$ cat config.mk
export PLATFORM = sky130hd
export DESIGN_NAME = bus_arbiter_flat
export DESIGN_NICKNAME = d
export VERILOG_FILES = /design/src/rtl/bus_arbiter_if.sv /design/src/rtl/bus_arbiter.sv /design/src/flat_wrapper.sv
export SDC_FILE = /design/constraint.sdc
export NUM_CORES = 1
export LEC_CHECK = 0
export ABC_CLOCK_PERIOD_IN_PS = 5800
export CELL_PAD_IN_SITES_DETAIL_PLACEMENT = 1
export CELL_PAD_IN_SITES_GLOBAL_PLACEMENT = 2
export CORE_MARGIN = 3
export CORE_UTILIZATION = 31
export DETAILED_ROUTE_END_ITERATION = 7
export PLACE_DENSITY = 0.91
export SLEW_MARGIN = 20
export SYNTH_ARGS = -nofsm -noshare
export SYNTH_HDL_FRONTEND = slang
export SYNTH_SLANG_ARGS = --single-unit
export TNS_END_PERCENT = 1
$ cat constraint.sdc
create_clock -name clock -period 5.8 [get_ports clock]
set_clock_uncertainty 0.15 [all_clocks]
set_input_delay 1.74 -clock clock [delete_from_list [all_inputs] [get_ports clock]]
set_output_delay 1.74 -clock clock [all_outputs]
set_load 0.01 [all_outputs]
$ cat src/rtl/bus_arbiter_if.sv
// Bundle of the two-master shared serial bus as seen by the arbiter.
// The slave modport is the arbiter side; the master modport is the requesters/slave-device side.
interface bus_arbiter_if;
   logic       m1_bus_req, m1_addr_tx, m1_data_tx, m1_valid_s, m1_write_en;
   logic       m2_bus_req, m2_addr_tx, m2_data_tx, m2_valid_s, m2_write_en;
   logic       m1_bus_ready, m2_bus_ready;
   logic       m1_data_rx, m2_data_rx, m1_slave_valid, m2_slave_valid;
   logic       s_addr_tx, s_data_tx, s_valid_s, s_write_en;
   logic       s_data_rx, s_slave_valid;
   logic [1:0] owner;
   logic       timeout;

   modport slave (
      input  m1_bus_req, m1_addr_tx, m1_data_tx, m1_valid_s, m1_write_en,
      input  m2_bus_req, m2_addr_tx, m2_data_tx, m2_valid_s, m2_write_en,
      input  s_data_rx, s_slave_valid,
      output m1_bus_ready, m2_bus_ready,
      output m1_data_rx, m2_data_rx, m1_slave_valid, m2_slave_valid,
      output s_addr_tx, s_data_tx, s_valid_s, s_write_en,
      output owner, timeout
   );

   modport master (
      output m1_bus_req, m1_addr_tx, m1_data_tx, m1_valid_s, m1_write_en,
      output m2_bus_req, m2_addr_tx, m2_data_tx, m2_valid_s, m2_write_en,
      output s_data_rx, s_slave_valid,
      input  m1_bus_ready, m2_bus_ready,
      input  m1_data_rx, m2_data_rx, m1_slave_valid, m2_slave_valid,
      input  s_addr_tx, s_data_tx, s_valid_s, s_write_en,
      input  owner, timeout
   );
endinterface

$ cat src/rtl/bus_arbiter.sv
// Two-master round-robin arbiter and switch for the shared serial bus, with a
// per-grant watchdog, timeout lockout and a RELEASE+IDLE turnaround between owners.
module bus_arbiter #(
   parameter int TIMEOUT_CYCLES = 256,
   parameter int CNT_W          = 9
) (
   input  logic          clock,
   input  logic          reset,
   bus_arbiter_if.slave  bus
);
   typedef enum logic [1:0] {IDLE, GRANT1, GRANT2, RELEASE} state_t;

   localparam logic [CNT_W-1:0] WD_LAST = CNT_W'(TIMEOUT_CYCLES - 1);

   state_t           state_q;
   logic [CNT_W-1:0] wd_q, wd_d;
   logic             last2_q;   // 1: master 2 was the last owner
   logic             lock1_q, lock2_q;
   logic             rdy1_q, rdy2_q, to_q;
   logic [1:0]       owner_q;
   logic             elig1, elig2, wd_exp, own_req;

   always_comb begin
      elig1   = bus.m1_bus_req & ~lock1_q;
      elig2   = bus.m2_bus_req & ~lock2_q;
      wd_exp  = (wd_q == WD_LAST);
      own_req = (state_q == GRANT1) ? bus.m1_bus_req : bus.m2_bus_req;
      wd_d    = (&wd_q) ? wd_q : wd_q + 1'b1;
   end

   always_ff @(posedge clock) begin
      if (reset) begin
         state_q <= IDLE;
         wd_q    <= '0;
         last2_q <= 1'b1;
         lock1_q <= 1'b0;
         lock2_q <= 1'b0;
         rdy1_q  <= 1'b0;
         rdy2_q  <= 1'b0;
         owner_q <= 2'd0;
         to_q    <= 1'b0;
      end else begin
         to_q <= 1'b0;
         if (!bus.m1_bus_req) lock1_q <= 1'b0;
         if (!bus.m2_bus_req) lock2_q <= 1'b0;
         case (state_q)
            IDLE: begin
               wd_q <= '0;
               if (elig1 && (!elig2 || last2_q)) begin
                  state_q <= GRANT1;
                  rdy1_q  <= 1'b1;
                  owner_q <= 2'd1;
               end else if (elig2) begin
                  state_q <= GRANT2;
                  rdy2_q  <= 1'b1;
                  owner_q <= 2'd2;
               end
            end
            GRANT1, GRANT2: begin
               // Expiry wins over a simultaneous request drop, so the lock is still set.
               if (wd_exp || !own_req) begin
                  state_q <= RELEASE;
                  rdy1_q  <= 1'b0;
                  rdy2_q  <= 1'b0;
                  owner_q <= 2'd0;
                  last2_q <= (state_q == GRANT2);
                  if (wd_exp) begin
                     to_q <= 1'b1;
                     if (state_q == GRANT1) lock1_q <= 1'b1;
                     else                   lock2_q <= 1'b1;
                  end
               end else begin
                  wd_q <= wd_d;
               end
            end
            RELEASE: begin
               state_q <= IDLE;
               wd_q    <= '0;
            end
            default: state_q <= IDLE;
         endcase
      end
   end

   always_comb begin
      bus.s_addr_tx      = 1'b0;
      bus.s_data_tx      = 1'b0;
      bus.s_valid_s      = 1'b0;
      bus.s_write_en     = 1'b0;
      bus.m1_data_rx     = 1'b0;
      bus.m1_slave_valid = 1'b0;
      bus.m2_data_rx     = 1'b0;
      bus.m2_slave_valid = 1'b0;
      case (owner_q)
         2'd1: begin
            bus.s_addr_tx      = bus.m1_addr_tx;
            bus.s_data_tx      = bus.m1_data_tx;
            bus.s_valid_s      = bus.m1_valid_s;
            bus.s_write_en     = bus.m1_write_en;
            bus.m1_data_rx     = bus.s_data_rx;
            bus.m1_slave_valid = bus.s_slave_valid;
         end
         2'd2: begin
            bus.s_addr_tx      = bus.m2_addr_tx;
            bus.s_data_tx      = bus.m2_data_tx;
            bus.s_valid_s      = bus.m2_valid_s;
            bus.s_write_en     = bus.m2_write_en;
            bus.m2_data_rx     = bus.s_data_rx;
            bus.m2_slave_valid = bus.s_slave_valid;
         end
         default: ;
      endcase
   end

   assign bus.m1_bus_ready = rdy1_q;
   assign bus.m2_bus_ready = rdy2_q;
   assign bus.owner        = owner_q;
   assign bus.timeout      = to_q;
endmodule

$ cat src/flat_wrapper.sv
// flat-port wrapper written by rule: the top's interface ports become plain ports
module bus_arbiter_flat 
#(
   parameter int TIMEOUT_CYCLES = 256,
   parameter int CNT_W          = 9
)
  (clock, reset, bus_m1_bus_req, bus_m1_addr_tx, bus_m1_data_tx, bus_m1_valid_s, bus_m1_write_en, bus_m2_bus_req, bus_m2_addr_tx, bus_m2_data_tx, bus_m2_valid_s, bus_m2_write_en, bus_s_data_rx, bus_s_slave_valid, bus_m1_bus_ready, bus_m2_bus_ready, bus_m1_data_rx, bus_m2_data_rx, bus_m1_slave_valid, bus_m2_slave_valid, bus_s_addr_tx, bus_s_data_tx, bus_s_valid_s, bus_s_write_en, bus_owner, bus_timeout);
  bus_arbiter_if bus_i ();
  input  logic clock;
  input  logic reset;
  input wire logic [$bits(bus_i.m1_bus_req)-1:0] bus_m1_bus_req;
  input wire logic [$bits(bus_i.m1_addr_tx)-1:0] bus_m1_addr_tx;
  input wire logic [$bits(bus_i.m1_data_tx)-1:0] bus_m1_data_tx;
  input wire logic [$bits(bus_i.m1_valid_s)-1:0] bus_m1_valid_s;
  input wire logic [$bits(bus_i.m1_write_en)-1:0] bus_m1_write_en;
  input wire logic [$bits(bus_i.m2_bus_req)-1:0] bus_m2_bus_req;
  input wire logic [$bits(bus_i.m2_addr_tx)-1:0] bus_m2_addr_tx;
  input wire logic [$bits(bus_i.m2_data_tx)-1:0] bus_m2_data_tx;
  input wire logic [$bits(bus_i.m2_valid_s)-1:0] bus_m2_valid_s;
  input wire logic [$bits(bus_i.m2_write_en)-1:0] bus_m2_write_en;
  input wire logic [$bits(bus_i.s_data_rx)-1:0] bus_s_data_rx;
  input wire logic [$bits(bus_i.s_slave_valid)-1:0] bus_s_slave_valid;
  output wire logic [$bits(bus_i.m1_bus_ready)-1:0] bus_m1_bus_ready;
  output wire logic [$bits(bus_i.m2_bus_ready)-1:0] bus_m2_bus_ready;
  output wire logic [$bits(bus_i.m1_data_rx)-1:0] bus_m1_data_rx;
  output wire logic [$bits(bus_i.m2_data_rx)-1:0] bus_m2_data_rx;
  output wire logic [$bits(bus_i.m1_slave_valid)-1:0] bus_m1_slave_valid;
  output wire logic [$bits(bus_i.m2_slave_valid)-1:0] bus_m2_slave_valid;
  output wire logic [$bits(bus_i.s_addr_tx)-1:0] bus_s_addr_tx;
  output wire logic [$bits(bus_i.s_data_tx)-1:0] bus_s_data_tx;
  output wire logic [$bits(bus_i.s_valid_s)-1:0] bus_s_valid_s;
  output wire logic [$bits(bus_i.s_write_en)-1:0] bus_s_write_en;
  output wire logic [$bits(bus_i.owner)-1:0] bus_owner;
  output wire logic [$bits(bus_i.timeout)-1:0] bus_timeout;
  assign bus_i.m1_bus_req = bus_m1_bus_req;
  assign bus_i.m1_addr_tx = bus_m1_addr_tx;
  assign bus_i.m1_data_tx = bus_m1_data_tx;
  assign bus_i.m1_valid_s = bus_m1_valid_s;
  assign bus_i.m1_write_en = bus_m1_write_en;
  assign bus_i.m2_bus_req = bus_m2_bus_req;
  assign bus_i.m2_addr_tx = bus_m2_addr_tx;
  assign bus_i.m2_data_tx = bus_m2_data_tx;
  assign bus_i.m2_valid_s = bus_m2_valid_s;
  assign bus_i.m2_write_en = bus_m2_write_en;
  assign bus_i.s_data_rx = bus_s_data_rx;
  assign bus_i.s_slave_valid = bus_s_slave_valid;
  assign bus_m1_bus_ready = bus_i.m1_bus_ready;
  assign bus_m2_bus_ready = bus_i.m2_bus_ready;
  assign bus_m1_data_rx = bus_i.m1_data_rx;
  assign bus_m2_data_rx = bus_i.m2_data_rx;
  assign bus_m1_slave_valid = bus_i.m1_slave_valid;
  assign bus_m2_slave_valid = bus_i.m2_slave_valid;
  assign bus_s_addr_tx = bus_i.s_addr_tx;
  assign bus_s_data_tx = bus_i.s_data_tx;
  assign bus_s_valid_s = bus_i.s_valid_s;
  assign bus_s_write_en = bus_i.s_write_en;
  assign bus_owner = bus_i.owner;
  assign bus_timeout = bus_i.timeout;
  bus_arbiter #(.TIMEOUT_CYCLES(TIMEOUT_CYCLES), .CNT_W(CNT_W)) u_core (.clock(clock), .reset(reset), .bus(bus_i));
endmodule
Word-level counts from Yosys, hierarchy flattened
Index checks and enable logic that the tools add are counted.
- add/subtract/negate cells: 1
- eq/ne operators: 13
- multiplexer cells: 35
- bitwise logic cells: 6
- reduce and logical (&&, ||, !) cells: 17
- operators by type and width (kind ; number):
    two-way mux 1 bit ; 20
    two-way mux 9 bit ; 2
    one-hot mux 9 bit (2 select lines) ; 1
    one-hot mux 1 bit (2 select lines) ; 6
    adder 9 x 1 -> 9 bit, second input constant ; 1
    == test 9 x 8 -> 1 bit, second input constant ; 1
    AND reduction 9 bit ; 1
    two-way mux 2 bit ; 4
    == test 2 bit, second input constant ; 3
    != test 2 x 1 -> 1 bit, second input constant ; 3
    != test 2 bit, second input constant ; 3
    one-hot mux 2 bit (3 select lines) ; 1
    AND reduction 2 bit ; 3
    AND reduction 3 bit ; 2
    == test 2 x 1 -> 1 bit, second input constant ; 2
    NOT 1 bit ; 4
    one-hot mux 2 bit (2 select lines) ; 1
    AND reduction 4 bit ; 1
    OR reduction 2 bit ; 2
    != test 3 x 1 -> 1 bit, second input constant ; 1
    OR reduction 3 bit ; 1
    AND 1 bit ; 2
    zero test 1 bit ; 2
    zero test 2 bit ; 1
    3 further kinds ; 4
- register bits after elaboration: 19
- bits of input ports: 14

Longest topological paths before layout
Gate-level depths: netlist of the first run.
- word-level depth: 7
- mapped depth: 8
- mapped depth without buffers: 7

Worst setup path before layout of the first run
Ideal clock, no wire load.
- path type: input-to-output
- from: input port bus_m2_addr_tx
- to: output port bus_s_addr_tx
- data arrival time: 1.983 ns
- required time: 3.910 ns
- setup slack: 1.927 ns
- stages on the path: 2
- path buffers: 0
- cell sequence: a22oi_1 nor2_1
- longest elaborated chain between the ends: 1
- RTL lines (element ; line ; source):
    start, declared ; flat_wrapper.sv:17 ; input wire logic [$bits(bus_i.m2_addr_tx)-1:0] bus_m2_addr_tx;
    one-hot mux 1 bit (2 select lines) ; bus_arbiter.sv:94 ; case (owner_q)
    end, declared ; flat_wrapper.sv:29 ; output wire logic [$bits(bus_i.s_addr_tx)-1:0] bus_s_addr_tx;
Every way passes these cells.

Final worst setup path of the first run
- from: input port bus_m1_write_en
- to: output port bus_s_write_en
- longest elaborated chain between the ends: 1
- RTL lines (element ; line ; source):
    start, declared ; flat_wrapper.sv:15 ; input wire logic [$bits(bus_i.m1_write_en)-1:0] bus_m1_write_en;
    one-hot mux 1 bit (2 select lines) ; bus_arbiter.sv:94 ;
    end, declared ; flat_wrapper.sv:32 ; output wire logic [$bits(bus_i.s_write_en)-1:0] bus_s_write_en;
Every way passes these cells.

==> reports/qor.txt, run 1 <==
RSZ-0062 raised after global routing - no
Post-Synth XOR/XNOR Area - 0
Core Area - 3490 um^2
max incr delay on CP - 0.55 ns
detail-routed via count per cell - 5.63
number of global-route vias before repair - 1167
Final period util - 0.836
share of cells above drive strength 1 - 0.0497
worst reg2reg endpoint - u_core.state_q[1]
Reg-to-Reg Start - u_core.wd_q[3]
average size of a mapped cell - 8.71 um^2
Slew @ Worst Pin - 0.745 ns
initial core utilization - 0.339
Die Area - 4600 um^2
crit path cell chain - clkdlybuf4s50_1, a22oi_1, nor2_1, clkdlybuf4s50_1
Worst path top cell family by delay - buffers and inverters
leading area contributor after synthesis - dfxtp_1
leak pwr - 0.506 nW
cts repair resizes - 0
Post-Synth Adder-Cell Area - 0.0950
clock-pin slew on the worst setup and hold paths - 0.07 ns
largest family of logic cells by synthesized area - simple AND/OR/NAND/NOR gates
busiest grt layer - met2
Final ANT Viol Nets - 0
fmax - 206 MHz
post-synthesis compound-gate area fraction - 0.227
worst path arrival time - 2.96 ns
Gate power share - 0.492
I/O Pins - 27
Power Dens Cells - 346 nW/um^2
Clk pwr share - 0.180
nature of the critical path endpoint - output port
Root Buffer Master - clkbuf_8
fill count - 409
met2 Use GR - 0.271
Post-Syn Area - 1180 um^2
#FFs+latches synth - 19
Remaining DRCs - 0
Detailed Place HPWL - 2.53 mm
CP Class - input pin to output port
switching power - 0.205 mW
H-tree depth - 1
PortBufs - 26
CTS buffer count - 3
Pint - 0.322 mW
relative slew slack - 0.493
beginning of the worst hold path - u_core.wd_q[6]
GRT Util Overall - 0.153
Synth Area in Simple Gates - 0.262
post-synthesis sequential area ratio - 0.321
hold_buf cts - 0
Post-synth EDFFs - 0
Async S/R FF share, synth - 0
mux cell area share after synthesis - 0.0433
die height - 67.8 um
initial antenna violation count - 0
Crit path top cell by count - clkdlybuf4s50_1
most common cell after layout, fill and taps aside - clkdlybuf4s50_1
Sequential Power Share - 0.329
CTS tree - built
most frequent cells in the layout - 26 x clkdlybuf4s50_1, 19 x dfxtp_1, 12 x a21oi_1
Worst Hold Depth - 2
reg2reg setup slack - 3.35 ns
area grow syn2layout - 28.6%
dominant synthesized flop cell - dfxtp_1
share of the core filled with cells - 0.436
maximum VDD drop - 177 uV
first-pass GRT wire length - 5.44 mm
gp weighted congestion - 0.783
max cap viols - 0
CP max FO - 1
met3 usage - 0.0345
clock net sink count - 19
syn nets - 159
minimum clock period - 4.85 ns
ant diodes - 0
sw frac - 0.389
Hold Crit Endpoint - u_core.wd_q[6]
Routed WL per cell - 15.7 um
TritonRoute pass-1 iters - 4
CP max-delay cell - clkdlybuf4s50_1
post-synth cell types - 43
setup TNS - 0 ns
Final #Nets - 185
Clock Tree Buf Depth - 2
largest net degree at the start of global routing - 17
CP Buf/Inv Count - 2
met1 global-route usage - 0.182
Placed Cells incl. Taps - 203
setup bufs post-CTS - 0
row count - 21
die width - 67.8 um
area share of the largest cell type after synthesis - 0.321
Hold Crit Class - flip-flop to flip-flop
total grt overflow - 0
synth warn - 0
Synth area leaders - dfxtp_1 32%, ha_1 9.5%, a21oi_1 5.1%, o31ai_1 3.8%, mux2i_1 3.4%
Max Slew Vio Count - 0
final hold violations - 0
Clk Latency, worst-skew pair - 0.26 ns
CP required - 3.91 ns
run status - complete, no violations
Detailed Route Iter0 Violations - 32
Register-to-Register Path Depth - 6
gate count after technology mapping - 136
drt total wl - 3.25 mm
final setup violating endpoints - 0
startpoint types - input pin
DR vias - 1166
final cell count without fillers - 207
[worst register-to-register path: stages (launching register included)]
cell,delay (ns)
dfxtp_1,0.39
nand4_1,0.19
nor3_1,0.42
ha_1,0.45
and2b_4,0.26
a21o_1,0.19
o32ai_1,0.30
[routing by layer]
layer | vias to the layer above | share of wire
li1 | 563 | -
met1 | 566 | 0.43
met2 | 32 | 0.48
met3 | 5 | 0.075
met4 | 0 | 0.012
met5 | - | 0
[cells by family after synthesis]
kind of cell	count (synthesis)
simple gates	50
compound gates	39
flops	19
buf+inv	14
fa+ha+maj	9
mux	5
[final cells by class]
class | instances | area (um^2) | share of cell area
inverters | 9 | 33.8 | 0.0222
repair buffers | 26 | 260 | 0.171
clock buffers | 4 | 45.0 | 0.0296
multi-input cells | 103 | 747 | 0.490
well taps | 46 | 57.6 | 0.0378
flip-flops and latches | 19 | 380 | 0.250
[synth_stat cells (all sizes together) (3+ instances only)]
master,count
a21oi,12
dfxtp,19
o31ai,6
or4,5
nand2b,4
ha,9
mux2i,4
nand3,3
nand2,8
inv,9
a22oi,4
nor3b,3
nor2,8
and2,4
clkbuf,3
[registers in the layout (all words and copies together), names as in the netlist]
name	cells
u_core.lock1_q	1
u_core.bus.owner	2
u_core.bus.m2_bus_ready	1
u_core.bus.timeout	1
u_core.lock2_q	1
u_core.bus.m1_bus_ready	1
u_core.state_q	2
u_core.wd_q	9
u_core.last2_q	1
[worst max path at each step]
stage                     depth (start not counted)             from  slack [ns]              to
after floorplan                                   2   bus_m2_addr_tx        1.93   bus_s_addr_tx
after global placement                            4   bus_m2_addr_tx        1.01   bus_s_addr_tx
after detailed placement                          4  bus_m2_write_en        0.95  bus_s_write_en
after CTS                                         4  bus_m2_write_en        0.94  bus_s_write_en
after global routing                              4  bus_m1_write_en        0.90  bus_s_write_en
final                                             4  bus_m1_write_en        0.95  bus_s_write_en
[per-stage QoR]
step	total power [mW]	setup slack, ns	instance area, um^2	hold WS (ns)
after floorplan	0.340	1.93	1180	0.293
after global placement	0.423	1.01	1480	0.307
after detailed placement	0.434	0.946	1480	0.338
after CTS	0.531	0.941	1520	0.348
after global routing	0.570	0.896	1520	0.376
final	0.528	0.951	1520	0.342
[power groups by stage]
stage	combinational [mW]	clock [mW]	sequential, mW
after floorplan	0.164	0	0.176
after global placement	0.249	0	0.174
after detailed placement	0.258	0	0.176
after CTS	0.259	0.0989	0.173
after global routing	0.288	0.105	0.178
final	0.259	0.0948	0.173
Power figures use the tool's default switching activity.
==> run 2, diff against run 1 <==
--- a/config.mk
+++ b/config.mk
@@ -5,13 +5,13 @@
 export SDC_FILE = /design/constraint.sdc
 export NUM_CORES = 1
 export LEC_CHECK = 0
-export ABC_CLOCK_PERIOD_IN_PS = 5800
+export ABC_CLOCK_PERIOD_IN_PS = 4300
 export CELL_PAD_IN_SITES_DETAIL_PLACEMENT = 1
 export CELL_PAD_IN_SITES_GLOBAL_PLACEMENT = 2
 export CORE_MARGIN = 3
-export CORE_UTILIZATION = 31
+export CORE_UTILIZATION = 26
 export DETAILED_ROUTE_END_ITERATION = 7
-export PLACE_DENSITY = 0.91
+export PLACE_DENSITY = 0.82
 export SLEW_MARGIN = 20
 export SYNTH_ARGS = -nofsm -noshare
 export SYNTH_HDL_FRONTEND = slang
==> constraint.sdc (replaced) <==
create_clock -name clock -period 4.3 [get_ports clock]
set_clock_uncertainty 0.15 [all_clocks]
set_input_delay 1.29 -clock clock [delete_from_list [all_inputs] [get_ports clock]]
set_output_delay 1.29 -clock clock [all_outputs]
set_load 0.01 [all_outputs]
==> reports/qor.txt, run 2 (same netlist as run 1, synthesis figures left out) <==
run status - complete, no violations
die height - 73.5 um (+8.4%)
detail-routed via count per cell - 5.47 (-2.9%)
max incr delay on CP - 0.54 ns (about the same)
Crit path top cell by count - clkdlybuf4s50_1
first-pass GRT wire length - 5.80 mm (+6.7%)
max cap viols - 0 (unchanged)
number of global-route vias before repair - 1259 (+7.9%)
overall power - 0.714 mW (+35%)
Final #Nets - 186 (+0.54%)
Root Buffer Master - clkbuf_8
PortBufs - 26 (unchanged)
Critical Path Source - bus_m2_write_en
CP required - 2.86 ns (-1.05 ns)
CP max-delay cell - clkdlybuf4s50_1
Routed WL per cell - 15.9 um (+0.97%)
final instance area - 1530 um^2 (+0.57%)
worst path arrival time - 2.52 ns (-0.44 ns)
leak pwr - 0.510 nW (+0.78%)
Critical Path Stages - 4 (unchanged)
H-tree depth - 1 (unchanged)
Final period util - 0.920
I/O Pins - 27 (unchanged)
cts repair resizes - 0 (unchanged)
TritonRoute pass-1 iters - 4 (unchanged)
Clock Tree Buf Depth - 2 (unchanged)
Detailed Place HPWL - 2.62 mm (+3.6%)
Reg-to-Reg Start - u_core.wd_q[2]
Remaining DRCs - 0 (unchanged)
RSZ-0062 raised after global routing - no
setup bufs post-CTS - 0 (unchanged)
hold_buf cts - 0 (unchanged)
Biggest register - u_core.wd_q
FF+latch area - 380 um^2 (unchanged)
GRT Util Overall - 0.135 (-0.0181)
maximum VDD drop - 176 uV (-0.40%)
Detailed Route Iter0 Violations - 72 (+130%)
area grow syn2layout - 29.4%
clock net sink count - 19 (unchanged)
multi-input logic area - 743 um^2 (-0.50%)
Clk Latency, worst-skew pair - 0.26 ns (about the same)
initial antenna violation count - 0 (unchanged)
relative slew slack - 0.654 (+0.161)
total grt overflow - 0 (unchanged)
CP max FO - 1 (unchanged)
nature of the critical path endpoint - output port
Slew @ Worst Pin - 0.517 ns (-0.228 ns)
CP Buf/Inv Count - 2 (unchanged)
setup TNS - 0 ns (unchanged)
ant diodes - 0 (unchanged)
crit path cell chain - clkdlybuf4s50_1, a22oi_1, nor2_1, clkdlybuf4s50_1
minimum clock period - 3.96 ns
drt total wl - 3.36 mm (+3.4%)
CTS buffer count - 3 (unchanged)
Core Area - 4200 um^2 (+20%)
reg2reg setup slack - 1.88 ns (-1.47 ns)
Worst Hold Depth - 2 (unchanged)
CP Class - input pin to output port
most frequent cells in the layout - 26 x clkdlybuf4s50_1, 19 x dfxtp_1, 12 x a21oi_1
startpoint types - input pin
die width - 73.5 um (+8.4%)
gp weighted congestion - 0.811 (+3.6%)
DR vias - 1159 (-0.60%)
final hold violations - 0 (unchanged)
max reg flops - 9 (unchanged)
most common cell after layout, fill and taps aside - clkdlybuf4s50_1
beginning of the worst hold path - u_core.wd_q[7]
share of cells above drive strength 1 - 0.0494 (-0.000307)
fmax - 253 MHz
Placed Area - 1490 um^2 (+0.85%)
Max Slew Vio Count - 0 (unchanged)
final setup violating endpoints - 0 (unchanged)
Register-to-Register Path Depth - 6 (unchanged)
Final ANT Viol Nets - 0 (unchanged)
Hold Crit Class - flip-flop to flip-flop
Power Dens Cells - 466 nW/um^2 (+35%)
row count - 23 (+9.5%)
Worst path top cell family by delay - buffers and inverters
largest net degree at the start of global routing - 17 (unchanged)
CTS tree - built
fill count - 495 (+21%)
Die Area - 5400 um^2 (+17%)
initial core utilization - 0.282 (-0.0570)
clock-pin slew on the worst setup and hold paths - 0.07 ns (about the same)
-- run 2: final cells by class --
type / instances / share of cell area
Sequential cell: 19 / 0.248
Multi-Input combinational cell: 103 / 0.485
Inverter: 9 / 0.0220
Timing Repair Buffer: 27 / 0.175
Tap cell: 50 / 0.0408
Clock buffer: 4 / 0.0294
-- run 2: power by group --
| group | internal (mW) | switching (mW) | total, mW |
|---|---|---|---|
| registers | 0.207 | 0.0274 | 0.234 |
| clock network | 0.0659 | 0.0611 | 0.127 |
| logic | 0.163 | 0.190 | 0.353 |
-- run 2: final timing paths --
kind                                          end
worst max-delay path               bus_s_write_en
worst min-delay path               u_core.wd_q[7]
worst max register to register  u_core.state_q[0]
worst min register to register     u_core.wd_q[7]
-- run 2: routing by layer --
| layer | part of all wire | GRT usage |
|---|---|---|
| met5 | 0 | 0 |
| met4 | 0.0054 | 0.0302 |
| met3 | 0.072 | 0.0356 |
| met2 | 0.49 | 0.236 |
| met1 | 0.44 | 0.163 |
-- run 2: through the flow --
stage               setup slack (ns)  std cells   util  hold slack (ns)
CTS                            0.334        212  0.365            0.333
finish                         0.342        212  0.365            0.331
floorplan                       1.33        136      -            0.293
detailed placement             0.339        208  0.354            0.322
global placement               0.402        208  0.354            0.309
global route                   0.317        212  0.365            0.353
-- run 2: tightest hold or removal path, cell delays in order (launching register included) --
cell     delay (ns)
dfxtp_1        0.32
nand2_1        0.05
mux2i_1        0.06
